## src/rtl/tdl_phase_ctrl.sv

```systemverilog
// Break-before-make tap-select controller for an N-tap tristate delay line.
// Optional lock detector is built when TDL_LOCK_DET_EN is defined.
module tdl_phase_ctrl #(
  parameter int N_TAPS   = 8,
  parameter int CODE_W   = 3,
  parameter int FILT_LEN = 4,
  parameter int LOCK_CNT = 8,
  parameter int INIT_TAP = 0
) (
  input  logic              clk,
  input  logic              rst_n,
  input  logic              en,
  input  logic              vote_vld,
  input  logic              phase_up,
  input  logic              phase_dn,
  input  logic              man_load,
  input  logic [CODE_W-1:0] man_code,
  output logic [N_TAPS-1:0] lambda,
  output logic [N_TAPS-1:0] lambda_bar,
  output logic [CODE_W-1:0] tap_code,
  output logic              busy,
  output logic              sat,
  output logic              locked
);

  localparam int ACC_W = $clog2(FILT_LEN + 1) + 1;
  typedef logic signed [ACC_W-1:0] acc_t;
  localparam acc_t ACC_MAX = acc_t'(FILT_LEN);
  localparam acc_t ACC_MIN = acc_t'(-FILT_LEN);
  localparam logic [CODE_W-1:0] MAX_TAP   = CODE_W'(N_TAPS - 1);
  localparam logic [CODE_W-1:0] INIT_CODE = CODE_W'(INIT_TAP);

  typedef enum logic [1:0] {S_IDLE, S_BREAK, S_MAKE} state_t;

  function automatic logic [N_TAPS-1:0] sel_enc(input logic [CODE_W-1:0] t);
    logic [N_TAPS-1:0] v;
    v = '0;
    for (int k = 0; k < N_TAPS; k++) v[k] = (k == int'(t));
    return v;
  endfunction

  // Top bit can never be set because t never exceeds N_TAPS-1.
  function automatic logic [N_TAPS-1:0] pass_enc(input logic [CODE_W-1:0] t);
    logic [N_TAPS-1:0] v;
    v = '0;
    for (int k = 0; k < N_TAPS; k++) v[k] = (k < int'(t));
    return v;
  endfunction

  state_t            state, state_n;
  acc_t              acc, acc_n, acc_v;
  logic [CODE_W-1:0] tgt, tgt_n, man_clamped;
  logic [31:0]       man_ext;
  logic              sat_n;

  assign man_ext     = 32'(man_code);
  assign man_clamped = (man_ext >= 32'(N_TAPS)) ? MAX_TAP : man_code;

  // vote_vld qualifies phase_up/phase_dn for one cycle; there is no back-pressure,
  // so a vote arriving while busy is simply dropped.
  always_comb begin
    state_n = state;
    acc_n   = acc;
    tgt_n   = tgt;
    sat_n   = 1'b0;
    acc_v   = acc;
    if (!en) acc_n = '0;
    case (state)
      S_IDLE: begin
        if (man_load) begin
          acc_n = '0;
          if (man_clamped != tap_code) begin
            state_n = S_BREAK;
            tgt_n   = man_clamped;
          end
        end else if (en && vote_vld && (phase_up ^ phase_dn)) begin
          acc_v = phase_up ? acc + acc_t'(1) : acc - acc_t'(1);
          if (acc_v == ACC_MAX) begin
            acc_n = '0;
            if (tap_code == MAX_TAP) begin
              sat_n = 1'b1;
            end else begin
              state_n = S_BREAK;
              tgt_n   = tap_code + CODE_W'(1);
            end
          end else if (acc_v == ACC_MIN) begin
            acc_n = '0;
            if (tap_code == '0) begin
              sat_n = 1'b1;
            end else begin
              state_n = S_BREAK;
              tgt_n   = tap_code - CODE_W'(1);
            end
          end else begin
            acc_n = acc_v;
          end
        end
      end
      S_BREAK: state_n = S_MAKE;
      S_MAKE:  state_n = S_IDLE;
      default: state_n = S_IDLE;
    endcase
  end

  always_ff @(posedge clk or negedge rst_n) begin
    if (!rst_n) begin
      state      <= S_IDLE;
      acc        <= '0;
      tgt        <= INIT_CODE;
      sat        <= 1'b0;
      busy       <= 1'b0;
      tap_code   <= INIT_CODE;
      lambda     <= sel_enc(INIT_CODE);
      lambda_bar <= pass_enc(INIT_CODE);
    end else begin
      state <= state_n;
      acc   <= acc_n;
      tgt   <= tgt_n;
      sat   <= sat_n;
      busy  <= (state_n != S_IDLE);
      if (state == S_BREAK) begin
        lambda     <= '0;
        lambda_bar <= pass_enc(tap_code) & pass_enc(tgt);
      end
      if (state == S_MAKE) begin
        lambda     <= sel_enc(tgt);
        lambda_bar <= pass_enc(tgt);
        tap_code   <= tgt;
      end
    end
  end

`ifdef TDL_LOCK_DET_EN
  localparam int CNT_W = $clog2(LOCK_CNT + 1);

  logic [CNT_W-1:0] rev_cnt;
  logic             prev_vld, prev_up, load_seq, step_up, lock_clr, man_acc;

  assign man_acc  = (state == S_IDLE) && man_load;
  assign lock_clr = sat_n || !en || man_acc;
  // tap_code still holds the old tap while in MAKE.
  assign step_up  = (tgt > tap_code);

  // Manual jumps are not steps: they restart lock tracking from scratch.
  always_ff @(posedge clk or negedge rst_n) begin
    if (!rst_n) begin
      rev_cnt  <= '0;
      prev_vld <= 1'b0;
      prev_up  <= 1'b0;
      load_seq <= 1'b0;
      locked   <= 1'b0;
    end else if (lock_clr) begin
      rev_cnt  <= '0;
      prev_vld <= 1'b0;
      locked   <= 1'b0;
      load_seq <= man_acc && (state_n == S_BREAK);
    end else if (state == S_MAKE) begin
      load_seq <= 1'b0;
      if (!load_seq) begin
        prev_vld <= 1'b1;
        prev_up  <= step_up;
        if (prev_vld && (prev_up != step_up)) begin
          if (rev_cnt != CNT_W'(LOCK_CNT)) rev_cnt <= rev_cnt + CNT_W'(1);
          if (rev_cnt >= CNT_W'(LOCK_CNT - 1)) locked <= 1'b1;
        end else if (prev_vld) begin
          rev_cnt <= '0;
          locked  <= 1'b0;
        end
      end
    end
  end
`else
  assign locked = 1'b0;
`endif

endmodule

```

## config.mk

```make
export PLATFORM = sky130hd
export DESIGN_NAME = tdl_phase_ctrl
export DESIGN_NICKNAME = d
export VERILOG_FILES = /design/src/rtl/tdl_phase_ctrl.sv
export SDC_FILE = /design/constraint.sdc
export NUM_CORES = 1
export LEC_CHECK = 0
export ABC_AREA = 1
export BUFFER_PORTS_ARGS = -buffer_cell sky130_fd_sc_hd__buf_2
export CAP_MARGIN = 20
export CORE_MARGIN = 10
export CORE_UTILIZATION = 59
export CTS_CLUSTER_SIZE = 24
export DETAILED_ROUTE_END_ITERATION = 16
export GPL_ROUTABILITY_DRIVEN = 1
export GPL_TIMING_DRIVEN = 0
export PLACE_DENSITY_LB_ADDON = 0.05
export RECOVER_POWER = 25
export SYNTH_ARGS = -nofsm -noshare
export SYNTH_HDL_FRONTEND = slang
export SYNTH_SLANG_ARGS = --single-unit
```

## constraint.sdc

```tcl
create_clock -name clk -period 4.2 [get_ports clk]
set_clock_uncertainty 0.15 [all_clocks]
set_input_delay 0.63 -clock clk [delete_from_list [all_inputs] [get_ports clk]]
set_output_delay 0.63 -clock clk [all_outputs]
set_load 0.01 [all_outputs]
```

Word level (Yosys, flattened, before mapping)
Cells that the tools add are included.
Widths: inputs -> output; s select.
{"block": "classes", "add_sub_neg": 4, "n_mul": 0, "div_mod_pow": 0, "magnitude_cmp": 15, "n_eq_ne": 16, "shift": 0, "n_mux": 34, "bitwise_logic": 2, "reduce_logical": 10}
{"op": "$mux 8", "n": 4}
{"op": "$mux 4", "n": 7}
{"op": "$mux 3", "n": 8}
{"op": "$lt 3x3->1 const A", "n": 6}
{"op": "$mux 2", "n": 7}
{"op": "$eq 3x3->1 const A", "n": 4}
{"op": "$lt 1x3->1 const A", "n": 4}
{"op": "$lt 2x3->1 const A", "n": 4}
{"op": "$and 7x7->7", "n": 1}
{"op": "$mux 1", "n": 7}
{"op": "$eq 2x3->1 const A", "n": 2}
{"op": "$logic_not 3->1", "n": 2}
{"op": "$ne 3x3->1 const B", "n": 2}
{"op": "$reduce_and 6->1", "n": 1}
{"op": "$reduce_bool 2->1", "n": 3}
{"op": "$add 4x2->4 const B", "n": 1}
{"op": "$eq 4x3->1 const B", "n": 1}
{"op": "$eq 4x4->1 const B", "n": 1}
{"op": "$ge 3x4->1 const B", "n": 1}
{"op": "$pmux 2 s2", "n": 1}
{"op": "$sub 4x2->4 const B", "n": 1}
{"op": "$add 3x1->3 const B", "n": 1}
{"op": "$eq 1x3->1 const A", "n": 1}
{"op": "$eq 3x3->1 const B", "n": 1}
{"op": "other kinds (9)", "n": 10}
{"block": "word_totals", "ff_bits": 30, "latchBits": 0, "ram_bits": 0, "romBits": 0, "in_bits": 10, "output_inout_bits": 22, "n_memories": 0}

Longest topological paths before layout
{"block": "logic_depth", "word_depth": 9, "ltp_mapped": 14, "ltp_nobuf": 14}

Worst setup path after synthesis
OpenSTA, ideal clock, no wires.
{"block": "synth_path", "path_kind": "input to register", "startpoint": "in phase_up", "endpoint": "reg busy", "arrival_time_ns": 1.906, "required_time_ns": 3.929, "path_slack_ns": 2.023, "cell_stages": 12, "path_buffers": 0, "path_cell_list": "inv_2 -> fa_1 -> nand2_1 -> nand2_4 -> nor2_8 -> nand3_4 -> nand2_2 -> nand2_2 -> nand2_4 -> nand2_2 -> a21oi_2 -> nand2_1"}
{"block": "synth_between", "elab_chain_cells": 8}
{"item": "from (decl)", "line_no": "14", "rtl": "input logic phase_up,"}
{"item": "$mux 4", "line_no": "77", "rtl": "acc_v = phase_up ? acc + acc_t'(1) : acc - acc_t'(1);"}
{"item": "$eq 4x3->1", "line_no": "86", "rtl": "end else if (acc_v == ACC_MIN) begin"}
{"item": "$mux 2", "line_no": "86"}
{"item": "$mux 2", "line_no": "78", "rtl": "if (acc_v == ACC_MAX) begin"}
{"item": "$mux 2 *", "line_no": "76", "rtl": "end else if (en && vote_vld && (phase_up ^ phase_dn)) begin"}
{"item": "$mux 2 *", "line_no": "70", "rtl": "if (man_load) begin"}
{"item": "$pmux 2 s2 *", "line_no": "68", "rtl": "case (state)"}
{"item": "$reduce_bool 2->1 *", "line_no": "120", "rtl": "busy <= (state_n != S_IDLE);"}
{"item": "to (signal assigned)", "line_no": "120"}
{"item": "to (decl)", "line_no": "21", "rtl": "output logic busy,"}
Mark *: on every way between the ends. The rest lies on a longest branch, timed or not.
A chain may end at the register's enable or synchronous reset.

Worst setup path in the final report
Ends and elaborated chain as after synthesis.

==> impl_metrics.env <==
export IMPL_num_rows=19
export IMPL_ys_warn_count=0
export IMPL_insertion_delay_ns=0.34
export IMPL_synthDistinctLibCells=33
export IMPL_cts_sinks=29
export IMPL_worst_pin_slew_ns=1.56
export IMPL_start_kind="input port"
export IMPL_gr_total_overflow=0
export IMPL_whs_path_depth=2
export IMPL_cts_tree="built"
export IMPL_vias=1502
export IMPL_startpoint="phase_up"
export IMPL_worstReg2RegStart="acc[0]$_DFF_PN0_"
export IMPL_reg2reg_setup_slack_ns=2.14
export IMPL_grt_pass1_vias=1511
export IMPL_holdWs_ns=0.334
export IMPL_wirelength_um=4020
export IMPL_antennaDiodeCount=0
export IMPL_die_x_um=74.0
export IMPL_dp_hpwl_um=3160
export IMPL_wl_per_cell_um=14.8
export IMPL_synth_ff_type="dfrtp_1"
export IMPL_run_status="complete, but fails checks"
export IMPL_final_util_pct=70.6
export IMPL_layout_cells_non_filler=272
export IMPL_dieArea_mm2=0.00548
export IMPL_relSlewSlack_pct=-4.21
export IMPL_boundaryPins=32
export IMPL_syn_inst=203
export IMPL_dpl_instance_area_mm2=0.00191
export IMPL_rsz0062_at_grt="false"
export IMPL_postCtsSetupRepairBufs=0
export IMPL_syn2layout_area_growth_pct=14.0
export IMPL_drive_gt1_share_pct=23.7
export IMPL_crit_path_end_kind="register"
export IMPL_layout_nets=262
export IMPL_ant_nets=0
export IMPL_ys_seq_area_share_pct=42.2
export IMPL_globalplace_congestion=0.832
export IMPL_mostFrequentLayoutCells="54 x nand2_1, 28 x dfrtp_1, 28 x buf_2, 21 x inv_1, 15 x o21ai_0"
export IMPL_setup_viol=0
export IMPL_cts_root_buf="clkbuf_4"
export IMPL_worst_r2r_endpoint="busy$_DFF_PN0_"
export IMPL_grt_busiest_layer="met2"
export IMPL_avgSynthCellArea_um2=8.49
export IMPL_grt_usage_pct=15.5
export IMPL_cts_repair_resized=0
export IMPL_violations="capacitance limit, slew limit"
export IMPL_drc=0
export IMPL_io_buffers=29
export IMPL_die_y_um=74.0
export IMPL_use_met2_pct=25.1
export IMPL_numCtsBuffers=5
export IMPL_hold_path_end="lambda_bar[0]$_DFFE_PN0P_"
export IMPL_layout_commonest_cell="nand2_1"
export IMPL_period_needed_ns=2.12
export IMPL_coreArea_mm2=0.00278
export IMPL_grt_pass1_wl_um=6740
export IMPL_critPathArrivalTime_ns=2.20
export IMPL_r2r_cells=11
export IMPL_crit_path_max_fanout=7
export IMPL_worstPathRequired_ns=4.28
export IMPL_synth_area_mm2=0.00172
export IMPL_max_freq_ghz=0.472
export IMPL_fin_crit_sh_pct=50.5
export IMPL_p_leak_nw=1.03
export IMPL_dpl_cell_count=264
export IMPL_via_per_inst=5.52
export IMPL_powerDensity_mw_per_mm2=607
export IMPL_start_util_pct=61.9
export IMPL_antenna_found_initial=0
export IMPL_grt_max_degree=30
export IMPL_drt_iter0_drc=104
export IMPL_use_met1_pct=18.1
export IMPL_synth_edf_count=0
export IMPL_fin_setup_tns_ns=0
export IMPL_path_clk_slew_ns=0.09
export IMPL_grt_use_met3_pct=5.59
export IMPL_ys_seq_elements=29
export IMPL_ir_drop_mv=0.521
export IMPL_drv_cap=1
export IMPL_clockBufferDepth=2
export IMPL_drt_pre_antenna_iters=4
export IMPL_htreeDepth=2
export IMPL_slew_viol_final=30
export IMPL_design_area_mm2=0.00196
export IMPL_path_class="in -> reg"
export IMPL_min_path_type="reg -> reg"
export IMPL_async_flop_share_pct=100
export IMPL_holdBufCountCts=0
export IMPL_hold_start="lambda_bar[0]$_DFFE_PN0P_"
export IMPL_hold_viol=0
[sequential cells by signal (all words and copies together) (netlist names)]
register and flops:
state 2, acc 4, tgt 3, sat 1, lambda_bar 7, lambda 8
tap_code 3, busy 1
[cell usage after synthesis, types with 4 or more instances]
library cell,instances,share of area (%)
nand2_2,6,2.2
nor3_1,4,1.2
inv_1,21,4.6
nand2_1,54,12
dfrtp_1,28,41
o21ai_0,15,4.4
nand3_1,11,3.2
o31ai_1,5,2.2
nor2_1,10,2.2
ha_1,11,8.0
[power by group]
group / total, W / switching, W / internal, W
Sequential: 0.000442 / 0.0000737 / 0.000368
Clock: 0.000167 / 0.000104 / 0.0000629
Combinational: 0.000582 / 0.000374 / 0.000208
[metal layers]
metal,vias to the layer above,part of all wire (%)
li1,734,-
met1,723,42
met2,40,49
met3,5,7.9
met4,0,0.95
met5,-,0
[area by class of cell]
class,count,area [µm²]
Clock buffer,5,37.5
Multi-Input combinational cell,146,882
Sequential cell,29,727
Clock inverter,3,17.5
Fill cell,233,817
Timing Repair Buffer,29,144
Inverter,24,91.3
Buffer,5,26.3
Tap cell,31,38.8
[metrics by stage]
stage | setup slack (ns) | power (W)
2_1_floorplan | 2.02 | 0.000838
3_3_place_gp | 1.78 | 0.00100
4_1_cts | 2.09 | 0.00119
5_1_grt | 1.94 | 0.00131
3_5_place_dp | 1.72 | 0.00102
6_report | 2.08 | 0.00119
[worst max-delay path by stage]
stage                     end  cells after the start  slack (ns)
2_1_floorplan  busy$_DFF_PN0_                     12        2.02
3_3_place_gp   busy$_DFF_PN0_                     13        1.78
3_5_place_dp   busy$_DFF_PN0_                     13        1.72
4_1_cts        busy$_DFF_PN0_                     13        2.09
5_1_grt        busy$_DFF_PN0_                     13        1.94
6_report       busy$_DFF_PN0_                     13        2.08
[logic make-up after synthesis]
group | synth area share (%)
buffers and inverters | 6.83
adder cells (fa/ha/maj) | 9.15
XOR/XNOR | 1.53
other | 0.218
AO/OA/AOI/OAI | 12.6
flip-flops | 42.2
AND/OR/NAND/NOR | 27.5
[worst max-delay path, cell delays in order]
cell and delay, ns:
buf_2 0.12, inv_2 0.07, fa_1 0.43, nand2_1 0.12, nand2_4 0.09, nor2_8 0.16
nand3_4 0.10, nand2_2 0.06, nand2_2 0.05, nand2_4 0.07, nand2_2 0.07, a21oi_2 0.15
nand2_1 0.06
(Power assumes the default switching activity.)
